===== src/rtl/uart_seq_trig_if.sv =====
// uart_seq_trig_if: bundles the serial input, configuration and trigger
//   outputs of uart_seq_trig so the trigger block and its driver share one port.
// Ports (signals):
//   RX        serial line, idle high, asynchronous to clk
//   baud_cnt  clocks per bit (values below 2 act as 2)
//   match     pattern, newest word in the low DATA_W bits
//   mask      1 = don't-care bit
//   armed     1 = trigger enabled, 0 = history and sticky flag cleared
//   trig      one-cycle pulse on pattern match
//   trig_hold sticky copy of trig
//   frame_err one-cycle pulse on a bad stop bit
//   par_err   one-cycle pulse on a parity error
interface uart_seq_trig_if #(
  parameter int DATA_W  = 8,
  parameter int SEQ_LEN = 2,
  parameter int BAUD_W  = 16
);
  logic                      RX;
  logic [BAUD_W-1:0]         baud_cnt;
  logic [SEQ_LEN*DATA_W-1:0] match;
  logic [SEQ_LEN*DATA_W-1:0] mask;
  logic                      armed;
  logic                      trig;
  logic                      trig_hold;
  logic                      frame_err;
  logic                      par_err;

  // Driver side (stimulus / capture front end).
  modport master (
    output RX, baud_cnt, match, mask, armed,
    input  trig, trig_hold, frame_err, par_err
  );

  // Trigger block side.
  modport slave (
    input  RX, baud_cnt, match, mask, armed,
    output trig, trig_hold, frame_err, par_err
  );
endinterface


===== src/rtl/uart_seq_trig.sv =====
// uart_seq_trig: oversampling UART receiver that keeps the last SEQ_LEN words
//   and pulses trig when that history matches a masked multi-word pattern.
// Latency: 2 clk synchroniser; trig/frame_err registered 1 clk after the stop
//   sample strobe. No backpressure: RX cannot be stalled, every frame is taken.
// Ports: clk, rst (async, active high); bus (uart_seq_trig_if.slave) carries
//   RX, baud_cnt, match, mask, armed in and trig, trig_hold, frame_err,
//   par_err out.
// Build option: define UART_SEQ_TRIG_PARITY_EN to receive one even-parity bit
//   after the data bits; otherwise par_err is tied low.
module uart_seq_trig #(
  parameter int DATA_W  = 8,
  parameter int SEQ_LEN = 2,
  parameter int BAUD_W  = 16
) (
  input  logic           clk,
  input  logic           rst,
  uart_seq_trig_if.slave bus
);
  localparam int HW = SEQ_LEN * DATA_W;
  localparam int VW = $clog2(SEQ_LEN + 1);
  localparam int IW = 4;

`ifdef UART_SEQ_TRIG_PARITY_EN
  typedef enum logic [2:0] {IDLE, START, DATA, PARITY, STOP} state_t;
`else
  typedef enum logic [2:0] {IDLE, START, DATA, STOP} state_t;
`endif

  state_t            r_state, w_state_nxt;
  logic              r_sync1, r_sync2;
  logic              w_rxs;
  logic [BAUD_W-1:0] r_bcnt, w_bcnt_nxt;
  logic [BAUD_W-1:0] w_p, w_half_m1, w_reload;
  logic [IW-1:0]     r_bidx, w_bidx_nxt;
  logic [DATA_W-1:0] r_shreg, w_shreg_nxt;
  logic [HW-1:0]     r_hist, w_hist_nxt, w_hist_shift;
  logic [VW-1:0]     r_vcnt, w_vcnt_nxt, w_vcnt_inc;
  logic              r_trig, w_trig_nxt;
  logic              r_hold, w_hold_nxt;
  logic              r_ferr, w_ferr_nxt;
  logic              w_strobe, w_hit, w_word_ok;
`ifdef UART_SEQ_TRIG_PARITY_EN
  logic              r_perr, w_perr_nxt;
  logic              r_par_bad, w_par_bad_nxt;
  assign w_word_ok = ~r_par_bad;
`else
  assign w_word_ok = 1'b1;
`endif

  assign w_rxs     = r_sync2;
  assign w_p       = (bus.baud_cnt < BAUD_W'(2)) ? BAUD_W'(2) : bus.baud_cnt;
  assign w_half_m1 = (w_p >> 1) - BAUD_W'(1);
  assign w_reload  = w_p - BAUD_W'(1);
  assign w_strobe  = (r_bcnt == '0);

  // Match is judged on the history as it will be after this word is taken.
  assign w_hist_shift = (r_hist << DATA_W) | HW'(r_shreg);
  assign w_vcnt_inc   = (r_vcnt == VW'(SEQ_LEN)) ? r_vcnt : r_vcnt + VW'(1);
  assign w_hit        = (w_vcnt_inc == VW'(SEQ_LEN)) &&
                        (((w_hist_shift ^ bus.match) & ~bus.mask) == '0);

  always_comb begin
    w_state_nxt = r_state;
    w_bcnt_nxt  = r_bcnt;
    w_bidx_nxt  = r_bidx;
    w_shreg_nxt = r_shreg;
    w_hist_nxt  = r_hist;
    w_vcnt_nxt  = r_vcnt;
    w_trig_nxt  = 1'b0;
    w_ferr_nxt  = 1'b0;
`ifdef UART_SEQ_TRIG_PARITY_EN
    w_perr_nxt    = 1'b0;
    w_par_bad_nxt = r_par_bad;
`endif
    // Any counter value reaches 0 in bounded time, so a baud change
    // mid-frame can only garble the frame, never stall the FSM.
    if (r_state != IDLE)
      w_bcnt_nxt = w_strobe ? w_reload : r_bcnt - BAUD_W'(1);

    case (r_state)
      IDLE: begin
        if (!w_rxs) begin
          w_bcnt_nxt  = w_half_m1;   // land the start sample mid-bit
          w_state_nxt = START;
        end
      end
      START: begin
        if (w_strobe) begin
          if (!w_rxs) begin
            w_state_nxt = DATA;
            w_bidx_nxt  = '0;
          end else begin
            w_state_nxt = IDLE;      // glitch, not a start bit
          end
        end
      end
      DATA: begin
        if (w_strobe) begin
          w_shreg_nxt = {w_rxs, r_shreg[DATA_W-1:1]};   // LSB first
          w_bidx_nxt  = r_bidx + IW'(1);
          if (r_bidx == IW'(DATA_W - 1)) begin
`ifdef UART_SEQ_TRIG_PARITY_EN
            w_state_nxt = PARITY;
`else
            w_state_nxt = STOP;
`endif
          end
        end
      end
`ifdef UART_SEQ_TRIG_PARITY_EN
      PARITY: begin
        if (w_strobe) begin
          // Even parity: data plus parity bit must hold an even count of 1s.
          w_par_bad_nxt = ^{r_shreg, w_rxs};
          w_perr_nxt    = ^{r_shreg, w_rxs};
          w_state_nxt   = STOP;
        end
      end
`endif
      STOP: begin
        if (w_strobe) begin
          w_state_nxt = IDLE;
          if (w_rxs) begin
            if (w_word_ok) begin
              w_hist_nxt = w_hist_shift;
              w_vcnt_nxt = w_vcnt_inc;
              w_trig_nxt = w_hit;
            end
          end else begin
            w_ferr_nxt = 1'b1;
            w_hist_nxt = '0;
            w_vcnt_nxt = '0;
          end
        end
      end
      default: w_state_nxt = IDLE;
    endcase

    // Disarmed: framing continues but nothing is remembered or reported.
    if (!bus.armed) begin
      w_hist_nxt = '0;
      w_vcnt_nxt = '0;
      w_trig_nxt = 1'b0;
    end
    w_hold_nxt = bus.armed & (r_hold | w_trig_nxt);
  end

  always_ff @(posedge clk or posedge rst) begin
    if (rst) begin
      r_sync1   <= 1'b1;
      r_sync2   <= 1'b1;
      r_state   <= IDLE;
      r_bcnt    <= '0;
      r_bidx    <= '0;
      r_shreg   <= '0;
      r_hist    <= '0;
      r_vcnt    <= '0;
      r_trig    <= 1'b0;
      r_hold    <= 1'b0;
      r_ferr    <= 1'b0;
`ifdef UART_SEQ_TRIG_PARITY_EN
      r_perr    <= 1'b0;
      r_par_bad <= 1'b0;
`endif
    end else begin
      r_sync1   <= bus.RX;
      r_sync2   <= r_sync1;
      r_state   <= w_state_nxt;
      r_bcnt    <= w_bcnt_nxt;
      r_bidx    <= w_bidx_nxt;
      r_shreg   <= w_shreg_nxt;
      r_hist    <= w_hist_nxt;
      r_vcnt    <= w_vcnt_nxt;
      r_trig    <= w_trig_nxt;
      r_hold    <= w_hold_nxt;
      r_ferr    <= w_ferr_nxt;
`ifdef UART_SEQ_TRIG_PARITY_EN
      r_perr    <= w_perr_nxt;
      r_par_bad <= w_par_bad_nxt;
`endif
    end
  end

  assign bus.trig      = r_trig;
  assign bus.trig_hold = r_hold;
  assign bus.frame_err = r_ferr;
`ifdef UART_SEQ_TRIG_PARITY_EN
  assign bus.par_err   = r_perr;
`else
  assign bus.par_err   = 1'b0;
`endif
endmodule


===== src/flat_wrapper.sv =====
// flat-port wrapper written by rule: the top's interface ports become plain ports
module uart_seq_trig_flat 
#(
  parameter int DATA_W  = 8,
  parameter int SEQ_LEN = 2,
  parameter int BAUD_W  = 16
)
  (clk, rst, bus_RX, bus_baud_cnt, bus_match, bus_mask, bus_armed, bus_trig, bus_trig_hold, bus_frame_err, bus_par_err);
  uart_seq_trig_if #(.DATA_W(DATA_W), .SEQ_LEN(SEQ_LEN), .BAUD_W(BAUD_W)) bus_i ();
  input  logic clk;
  input  logic rst;
  input wire logic [$bits(bus_i.RX)-1:0] bus_RX;
  input wire logic [$bits(bus_i.baud_cnt)-1:0] bus_baud_cnt;
  input wire logic [$bits(bus_i.match)-1:0] bus_match;
  input wire logic [$bits(bus_i.mask)-1:0] bus_mask;
  input wire logic [$bits(bus_i.armed)-1:0] bus_armed;
  output wire logic [$bits(bus_i.trig)-1:0] bus_trig;
  output wire logic [$bits(bus_i.trig_hold)-1:0] bus_trig_hold;
  output wire logic [$bits(bus_i.frame_err)-1:0] bus_frame_err;
  output wire logic [$bits(bus_i.par_err)-1:0] bus_par_err;
  assign bus_i.RX = bus_RX;
  assign bus_i.baud_cnt = bus_baud_cnt;
  assign bus_i.match = bus_match;
  assign bus_i.mask = bus_mask;
  assign bus_i.armed = bus_armed;
  assign bus_trig = bus_i.trig;
  assign bus_trig_hold = bus_i.trig_hold;
  assign bus_frame_err = bus_i.frame_err;
  assign bus_par_err = bus_i.par_err;
  uart_seq_trig #(.DATA_W(DATA_W), .SEQ_LEN(SEQ_LEN), .BAUD_W(BAUD_W)) u_core (.clk(clk), .rst(rst), .bus(bus_i));
endmodule

===== config.mk =====
export PLATFORM = sky130hd
export DESIGN_NAME = uart_seq_trig_flat
export DESIGN_NICKNAME = d
export VERILOG_FILES = /design/src/rtl/uart_seq_trig_if.sv /design/src/rtl/uart_seq_trig.sv /design/src/flat_wrapper.sv
export SDC_FILE = /design/constraint.sdc
export NUM_CORES = 1
export LEC_CHECK = 0
export BUFFER_PORTS_ARGS = -buffer_cell sky130_fd_sc_hd__buf_2
export CORE_MARGIN = 5
export CORE_UTILIZATION = 45
export DETAILED_ROUTE_END_ITERATION = 16
export PLACE_DENSITY = 0.69
export SKIP_CTS_REPAIR_TIMING = 1
export SLEW_MARGIN = 0
export SYNTH_ARGS = -nofsm -noshare
export SYNTH_HDL_FRONTEND = slang
export SYNTH_SLANG_ARGS = --single-unit

===== constraint.sdc =====
create_clock -name clk -period 3.2 [get_ports clk]
set_input_delay 0.48 -clock clk [delete_from_list [all_inputs] [get_ports clk]]
set_output_delay 0.48 -clock clk [all_outputs]
set_load 0.01 [all_outputs]

==> flow_summary_export.csv, run 1 <==
group,metric,value,unit
status,outcome,"complete, no violations",
synthesis,synthCells,338,
worst_setup_path,cpMaxStageDelayCell,"or4_4",
global_route,grt_pass1_vias,2671,
cells_and_area,multi_input_area,0.00171,mm²
worst_setup_path,cp_common_cell,"or4_4",
synthesis,syn_nets,394,
route,detail_route.wl_per_cell,15.9,µm
global_route,grt_pass1_wl,12700,µm
worst_setup_path,r2r_cells,11,
worst_setup_path,worstPathRequired,3.39,ns
synthesis,synth-warning-count,0,
sta,finalClockSkew,0.00678,ns
floorplan,die_h,91.3,µm
route,drt_pass1_iterations,4,
synthesis,synth_edf_count,0,
pwr,power_leakage,1.61,nW
placement,place_hpwl,5840,µm
sta,setup_viol,0,
pwr,power.density,417,mW/mm²
synthesis,synth_seq_area_share,0.380,
worst_setup_path,crit_arrival,3.25,ns
worst_setup_path,rr_endpoint,"u_core.r_bcnt[8]",
placement,port-buffer-count,54,
cells_and_area,layout-drive-gt1-share,0.304,
cells_and_area,nFillCells,562,
clock_tree,insertion_delay,0.30,ns
worst_setup_path,startpoint_type,"register",
hold_path,min_path_type,"in2reg",
global_route,grt_overflow_total,0,
floorplan,core-area,0.00639,mm²
floorplan,die_area,0.00833,mm²
pwr,peakVddDrop,0.223,mV
global_route,grt_usage,0.185,
route,wl,7800,µm
worst_setup_path,rrSetupSlack,0.13,ns
clock_tree,cts_max_level,2,
floorplan,rows,29,
worst_setup_path,worst-path-buf-inv,0,
global_route,grt_start_max_net_pins,46,
synthesis,ys.flop_type,"dfrtp_1",
synthesis,ys_seq_elements,45,
worst_setup_path,cp_max_fo,5,
clock_tree,cts_tree,"yes",
synthesis,syn_avg_cell_area,8.79,µm²
sta,fin_hold_ws,0.263,ns
sta,worst_pin_slew,0.952,ns
synthesis,synth_top_area_cell,"dfrtp_1",
placement,placed_area,0.00350,mm²
floorplan,die_x,91.3,µm
cells_and_area,insertedDiodeCount,0,
floorplan,io-pin-count,56,
hold_path,holdPathEnd,"u_core.r_sync1",
route,dr_total_vias,2859,
sta,fin_crit,3.07,ns
hold_path,min-delay-start,"bus_RX",
route,drcViolationCount,0,
placement,placed_cells,479,
floorplan,start_util,0.465,
clock_tree,clkSlewWorstSetupHoldPaths,0.09,ns
route,drt-initial-drc-count,229,
global_route,antenna_found_initial,0,
cells_and_area,nets,469,
route,antenna_left,0,
worst_setup_path,cpLargestDelayFamily,"simple AND/OR/NAND/NOR gates",
cells_and_area,design_area,0.00363,mm²
hold_path,whs_path_depth,1,
worst_setup_path,critPathKind,"reg2reg",
worst_setup_path,worstSetupEndpointType,"register",
sta,hold_violations,0,
synthesis,synth_top_area_share,0.362,
clock_tree,cts.sinks,45,
job,drv_cap,0,
worst_setup_path,crit_chain,"or4_4, or4_4, nor3_4, a31oi_1, ha_2, or4b_4, nor2_1, o31a_1, a211o_1, a21oi_1, a211oi_1",
cells_and_area,syn_to_final_growth,22.1,%
synthesis,yosys-top-cells-area,"dfrtp_1 (36%), xnor2_1 (6.8%), a21oi_1 (4.5%)",
route,viasPerCell,5.82,
clock_tree,clockBufferDepth,2,
worst_setup_path,slowest_delay,0.59,ns
cells_and_area,regArea,0.00113,mm²
sta,slew_headroom,0.365,
synthesis,ys_types,57,
clock_tree,numCtsBuffers,5,
cells_and_area,fin_cells,491,
sta,finalMaxSlewViolations,0,
placement,gp_congestion,0.851,
worst_setup_path,r2r-start,"u_core.r_bcnt[0]",
sta,max_freq,326,MHz
synthesis,synthArstFlopShare,1.00,
pwr,total_power,1.51,mW
synthesis,syn-cell-area,0.00297,mm²
clock_tree,clock-root-buffer,"clkbuf_8",
sta,fin_crit_sh,0.958,
==> cell usage in the layout (no fill, tap or decap), drive strengths merged, types with 4 or more instances in the layout <==
cell    instances
o22ai           9
nor2           28
dfrtp          43
mux2            8
nand3           4
o21ai          16
buf            92
o211ai          4
xnor2          23
xor2            7
o31ai           5
nand2          22
a31oi           7
a21oi          27
nor4            5
or2             4
a22o           10
clkbuf          5
nor3           17
ha              4
or4             5
or3             8
inv            12
a211oi          7
==> per-layer routing <==
| metal | global-route usage | wire length [µm] |
|---|---|---|
| met1 | 0.259 | 3480 |
| met2 | 0.296 | 3680 |
| met3 | 0.0298 | 540 |
| met4 | 0.0501 | 103 |
| met5 | 0 | 0 |
==> where the power goes <==
group | switching [mW] | internal, mW | leakage [nW]
registers | 0.0882 | 0.641 | 0.583
logic | 0.204 | 0.206 | 0.978
clock network | 0.215 | 0.158 | 0.0447
==> area by class of cell <==
class	instances	area share
Clock inverter	3	0.00690
Tap cell	77	0.0266
Clock buffer	5	0.0190
Timing Repair Buffer	92	0.153
Inverter	11	0.0114
Sequential cell	45	0.311
Multi-Input combinational cell	258	0.472
==> flip-flops by register name (all words and copies together) (netlist names) <==
register              count
u_core.r_shreg            8
u_core.r_sync1            1
u_core.r_sync2            1
u_core.r_hist             8
u_core.r_bidx             4
u_core.bus.trig           1
u_core.bus.frame_err      1
u_core.r_vcnt             2
u_core.r_bcnt            16
u_core.r_state            2
u_core.bus.trig_hold      1
==> synthesized netlist by cell type, drive strengths merged (8+ instances only) <==
cell,n
o21ai,16
dfrtp,43
o22ai,9
xnor2,23
clkbuf,17
a22o,10
nor3,17
or3,8
a21oi,27
mux2,8
inv,11
nand2,22
nor2,28
==> cell families (layout without fill, tap and decap cells) <==
| logic type | Yosys count | in the layout | share of synthesized area |
|---|---|---|---|
| other | 1 | 1 | 0.00126 |
| AND/OR/NAND/NOR | 104 | 104 | 0.181 |
| AO/OA/AOI/OAI | 110 | 110 | 0.249 |
| buffers and inverters | 35 | 111 | 0.0505 |
| flip-flops | 45 | 45 | 0.380 |
| adder cells (fa/ha/maj) | 4 | 4 | 0.0168 |
| multiplexers | 9 | 9 | 0.0337 |
| XOR/XNOR | 30 | 30 | 0.0884 |
==> worst max-delay path by stage <==
stage	cells past startpoint	to	start	slack, ns
finish	11	u_core.r_bcnt[8]	u_core.r_bcnt[0]	0.13
global route	11	u_core.r_bcnt[8]	u_core.r_bcnt[0]	-0.01
CTS	11	u_core.r_bcnt[12]	u_core.r_bcnt[0]	0.06
detailed placement	12	u_core.r_bcnt[14]	bus_baud_cnt[14]	-0.12
global placement	12	u_core.r_bcnt[14]	bus_baud_cnt[14]	-0.06
floorplan	12	u_core.r_bcnt[6]	bus_baud_cnt[11]	0.008
==> metrics by stage <==
stage | utilization | TNS, ns | worst slack (ns)
6_report | 0.568 | 0 | 0.134
5_1_grt | 0.568 | -0.0134 | -0.0134
4_1_cts | 0.562 | 0 | 0.0623
3_5_place_dp | 0.548 | -0.373 | -0.125
3_3_place_gp | 0.548 | -0.0646 | -0.0555
2_1_floorplan | - | 0 | 0.00841
Note: power is estimated with default switching activity, not from simulation.
==> inputs of run 2 (changes only) <==
PLACE_DENSITY = 0.67   (was 0.69)
clock period = 3.7 ns   (was 3.2 ns; I/O delays follow)
==> run 2 against run 1 <==
Against the previous run:
- sequential power fell by 12%
- utilization is 3.4 points lower
- total power decreased by 17%
- sequential share of layout area up 1.9 points
- routed wire length decreased by 1.6%
==> flow_summary_export.csv, run 2 (synthesized netlist as in run 1, its figures left out) <==
group,metric,value,unit
floorplan,start_util,0.465,
cells_and_area,layout-drive-gt1-share,0.244,
global_route,use_met3,0.0397,
clock_tree,cts_max_level,2,
worst_setup_path,cpMaxStageDelayCell,"or4_1",
global_route,grtUsageMet2,0.303,
sta,hold_violations,0,
clock_tree,insertion_delay,0.31,ns
worst_setup_path,critPathKind,"reg2reg",
route,drt_pass1_iterations,4,
clock_tree,clockBufferDepth,2,
sta,fin_crit,3.37,ns
sta,worst_pin_slew,0.964,ns
route,drcViolationCount,0,
worst_setup_path,worst-path-buf-inv,0,
global_route,gr-usage-met1,0.246,
route,drt-initial-drc-count,178,
floorplan,core-area,0.00639,mm²
sta,finalClockSkew,0.00596,ns
sta,slew_headroom,0.356,
cells_and_area,nFillCells,624,
status,outcome,"complete, no violations",
global_route,grt_start_max_net_pins,46,
cells_and_area,final_cell_mix,"buf_2 (54), dfrtp_1 (43), nor2_1 (28)",
pwr,power_leakage,1.47,nW
sta,setup_viol,0,
cells_and_area,insertedDiodeCount,0,
global_route,grt_busiest_layer,"met2",
pwr,total_power,1.26,mW
global_route,grt_pass1_vias,2676,
worst_setup_path,cp_max_fo,7,
floorplan,die_area,0.00833,mm²
cells_and_area,syn_to_final_growth,14.9,%
worst_setup_path,worstSetupEndpointType,"register",
global_route,grt_usage,0.186,
job,drv_cap,0,
cells_and_area,largest_reg_flops,16,
cells_and_area,multi_input_area,0.00169,mm²
clock_tree,clock-root-buffer,"clkbuf_8",
global_route,grt_overflow_total,0,
clock_tree,numCtsBuffers,5,
hold_path,min_path_type,"in2reg",
worst_setup_path,crit_chain,"or3_1, or4_1, nor3_4, a31oi_1, ha_1, or4b_2, nor3_1, o21ai_0, a211oi_1, or3_1, nand3_1",
route,viasPerCell,5.92,
clock_tree,cts_tree,"yes",
global_route,antenna_found_initial,0,
sta,fin_setup_tns,0,ns
route,dr_total_vias,2760,
cells_and_area,top_register,"u_core.r_bcnt",
placement,port-buffer-count,54,
floorplan,rows,29,
worst_setup_path,slowest_delay,0.67,ns
pwr,peakVddDrop,0.245,mV
sta,rsz0062_at_grt,"no",
placement,gp_congestion,0.906,
worst_setup_path,worstPathRequired,3.94,ns
clock_tree,clkSlewWorstSetupHoldPaths,0.08,ns
placement,placed_area,0.00333,mm²
route,antenna_left,0,
cells_and_area,nets,444,
worst_setup_path,crit_arrival,3.62,ns
cells_and_area,design_area,0.00341,mm²
global_route,grt_pass1_wl,12800,µm
pwr,power.density,369,mW/mm²
placement,place_hpwl,5610,µm
cells_and_area,final_common_cell,"buf_2",
floorplan,die_h,91.3,µm
sta,fin_hold_ws,0.341,ns
worst_setup_path,startpoint_type,"register",
route,detail_route.wl_per_cell,16.5,µm
floorplan,io-pin-count,56,
clock_tree,cts.sinks,45,
cells_and_area,regArea,0.00113,mm²
worst_setup_path,cpLargestDelayFamily,"simple AND/OR/NAND/NOR gates",
floorplan,die_x,91.3,µm
sta,fin_crit_sh,0.912,
cells_and_area,reg.largest.list,"u_core.r_bcnt: 16 flops, u_core.r_hist: 8 flops, u_core.r_shreg: 8 flops",
sta,finalMaxSlewViolations,0,
cells_and_area,final_util,0.535,
worst_setup_path,cp_common_cell,"or3_1",
sta,max_freq,296,MHz
route,wl,7680,µm
## run 2: where the power goes
| part | total (mW) | switching (mW) | internal [mW] |
|---|---|---|---|
| registers | 0.641 | 0.0866 | 0.555 |
| logic | 0.307 | 0.157 | 0.150 |
| clock network | 0.312 | 0.179 | 0.133 |
## run 2: metrics by stage
stage | setup slack (ns) | std cells
finish | 0.326 | 466
global route | 0.141 | 466
CTS | 0.379 | 466
detailed placement | 0.0578 | 458
global placement | 0.142 | 458
floorplan | 0.183 | 338
## run 2: cell type report
type	instances	share of cell area
clock inverter	2	0.00440
inverter	11	0.0121
multi-input combinational	258	0.496
tap	77	0.0282
timing repair buffer	67	0.108
clock buffer	6	0.0213
sequential	45	0.331
## run 2: final timing paths
kind                                        start                    to  slack, ns  cells past startpoint
worst max-delay path            u_core.r_bcnt[11]     u_core.r_bcnt[12]       0.33                     11
worst min-delay path                       bus_RX        u_core.r_sync1       0.34                      1
worst max register to register  u_core.r_bcnt[11]     u_core.r_bcnt[12]       0.33                     11
worst min register to register     u_core.r_sync1        u_core.r_sync2       0.36                      0
max in group asynchronous                     rst      u_core.r_bcnt[5]       2.64                      2
min in group asynchronous                     rst  u_core.bus.frame_err       0.45                      2
## run 2: metal layers
layer | vias up | part of all wire
li1 | 1347 | -
met1 | 1317 | 0.45
met2 | 82 | 0.47
met3 | 14 | 0.058
met4 | 0 | 0.017
met5 | - | 0
==> inputs of run 3 (changes only) <==
CORE_MARGIN = not set   (was 5)
==> run 3 against run 2 <==
Against the previous run:
- critical path depth is 1 higher
- first-iteration DRC count is 13% lower
- routed wire length is 4.2% lower
- non-clock buffer count is 4 higher
- combinational power hardly changed
- critical path type unchanged
- via count is 1.6% lower
- total power is 0.91% higher
- clock skew is 0.010 ns higher
- critical endpoint unchanged
==> flow_summary_export.csv, run 3 (synthesized netlist as in run 1, its figures left out) <==
group,metric,value,unit
status,outcome,"complete, no violations",
route,dr_total_vias,2715,
sta,rsz0062_at_grt,"no",
cells_and_area,nFillCells,607,
worst_setup_path,critPathKind,"reg2reg",
floorplan,start_util,0.468,
route,drt_pass1_iterations,4,
worst_setup_path,worstSetupEndpointType,"register",
global_route,grt_pass1_vias,2592,
cells_and_area,nets,448,
cells_and_area,multi_input_area,0.00169,mm²
clock_tree,cts.sinks,45,
placement,gp_congestion,0.900,
sta,finalMaxSlewViolations,0,
clock_tree,clkSlewWorstSetupHoldPaths,0.10,ns
route,viasPerCell,5.78,
clock_tree,insertion_delay,0.31,ns
clock_tree,cts_max_level,2,
worst_setup_path,worstPathRequired,3.94,ns
route,drcViolationCount,0,
sta,max_freq,296,MHz
worst_setup_path,crit_arrival,3.62,ns
global_route,antenna_found_initial,0,
floorplan,io-pin-count,56,
pwr,power.density,369,mW/mm²
global_route,grt_usage,0.228,
route,wl,7360,µm
worst_setup_path,rrSetupSlack,0.32,ns
pwr,power_leakage,1.50,nW
sta,fin_crit_sh,0.914,
cells_and_area,insertedDiodeCount,0,
job,drv_cap,0,
global_route,grt_pass1_wl,12900,µm
cells_and_area,layout-drive-gt1-share,0.254,
sta,hold_violations,0,
route,detail_route.wl_per_cell,15.7,µm
route,antenna_left,0,
cells_and_area,final_common_cell,"buf_2",
cells_and_area,top_register,"u_core.r_bcnt",
cells_and_area,largest_reg_flops,16,
floorplan,die_x,83.3,µm
cells_and_area,final_cell_mix,"buf_2 (54), dfrtp_1 (43), nor2_1 (28)",
cells_and_area,regArea,0.00113,mm²
sta,fin_crit,3.38,ns
clock_tree,clock-root-buffer,"clkbuf_8",
floorplan,die_area,0.00693,mm²
worst_setup_path,cp_max_fo,9,
sta,slew_headroom,0.355,
global_route,grt_overflow_total,0,
global_route,grt_start_max_net_pins,46,
pwr,peakVddDrop,0.219,mV
sta,fin_setup_tns,0,ns
hold_path,min_path_type,"in2reg",
placement,port-buffer-count,54,
clock_tree,cts_tree,"yes",
floorplan,die_h,83.3,µm
clock_tree,clockBufferDepth,2,
placement,place_hpwl,5410,µm
cells_and_area,syn_to_final_growth,16.0,%
floorplan,core-area,0.00635,mm²
worst_setup_path,startpoint_type,"register",
sta,finalClockSkew,0.0159,ns
sta,worst_pin_slew,0.965,ns
route,drt-initial-drc-count,155,
floorplan,rows,29,
clock_tree,numCtsBuffers,5,
pwr,total_power,1.27,mW
cells_and_area,reg.largest.list,"u_core.r_bcnt: 16 flops, u_core.r_hist: 8 flops, u_core.r_shreg: 8 flops",
sta,setup_viol,0,
[run 3: stage by stage]
| stage | cell area, µm² | cells | setup WS, ns | utilization | hold slack, ns |
|---|---|---|---|---|---|
| floorplan | 2970 | 338 | 0.183 | - | 0.345 |
| global placement | 3360 | 462 | 0.123 | 0.529 | 0.348 |
| detailed placement | 3360 | 462 | 0.0608 | 0.529 | 0.348 |
| CTS | 3450 | 470 | 0.339 | 0.543 | 0.333 |
| global route | 3450 | 470 | 0.0999 | 0.543 | 0.329 |
| finish | 3450 | 470 | 0.319 | 0.543 | 0.345 |
[run 3: layout make-up]
type                            instances  area share
Inverter                               11      0.0120
Sequential cell                        45       0.327
Multi-Input combinational cell        258       0.491
Timing Repair Buffer                   71       0.115
Clock buffer                            5      0.0200
Tap cell                               77      0.0279
Clock inverter                          3     0.00617
[run 3: report_power, final]
group | switching, mW | internal, mW
logic | 0.157 | 0.152
clock network | 0.188 | 0.134
registers | 0.0864 | 0.554
[run 3: critical path, stage by stage, from the launching register on]
cell and delay [ns]:
dfrtp_1 0.42, or4_4 0.58, or4_1 0.56, nor3_4 0.21
buf_4 0.20, a21oi_1 0.07, ha_1 0.21, or4b_2 0.26
nor3_1 0.06, o21ai_0 0.17, a211oi_1 0.12, or3_1 0.37
nand3_1 0.07
[run 3: path summary, 6_finish.rpt]
path / cells after the start / end / startpoint
hold / removal: 1 / u_core.r_sync1 / bus_RX
max in group asynchronous: 2 / u_core.r_hist[4] / rst
hold reg to reg: 0 / u_core.r_sync2 / u_core.r_sync1
setup / recovery: 12 / u_core.r_bcnt[12] / u_core.r_bcnt[0]
setup reg to reg: 12 / u_core.r_bcnt[12] / u_core.r_bcnt[0]
min in group asynchronous: 2 / u_core.r_bcnt[4] / rst
[run 3: per-layer routing]
metal / share of wire / up-vias / GRT usage / routed length (µm)
li1: - / 1360 / - / -
met1: 0.49 / 1282 / 0.344 / 3600
met2: 0.45 / 68 / 0.332 / 3290
met3: 0.057 / 5 / 0.0437 / 423
met4: 0.0065 / 0 / 0.0580 / 48
met5: 0 / - / 0 / 0
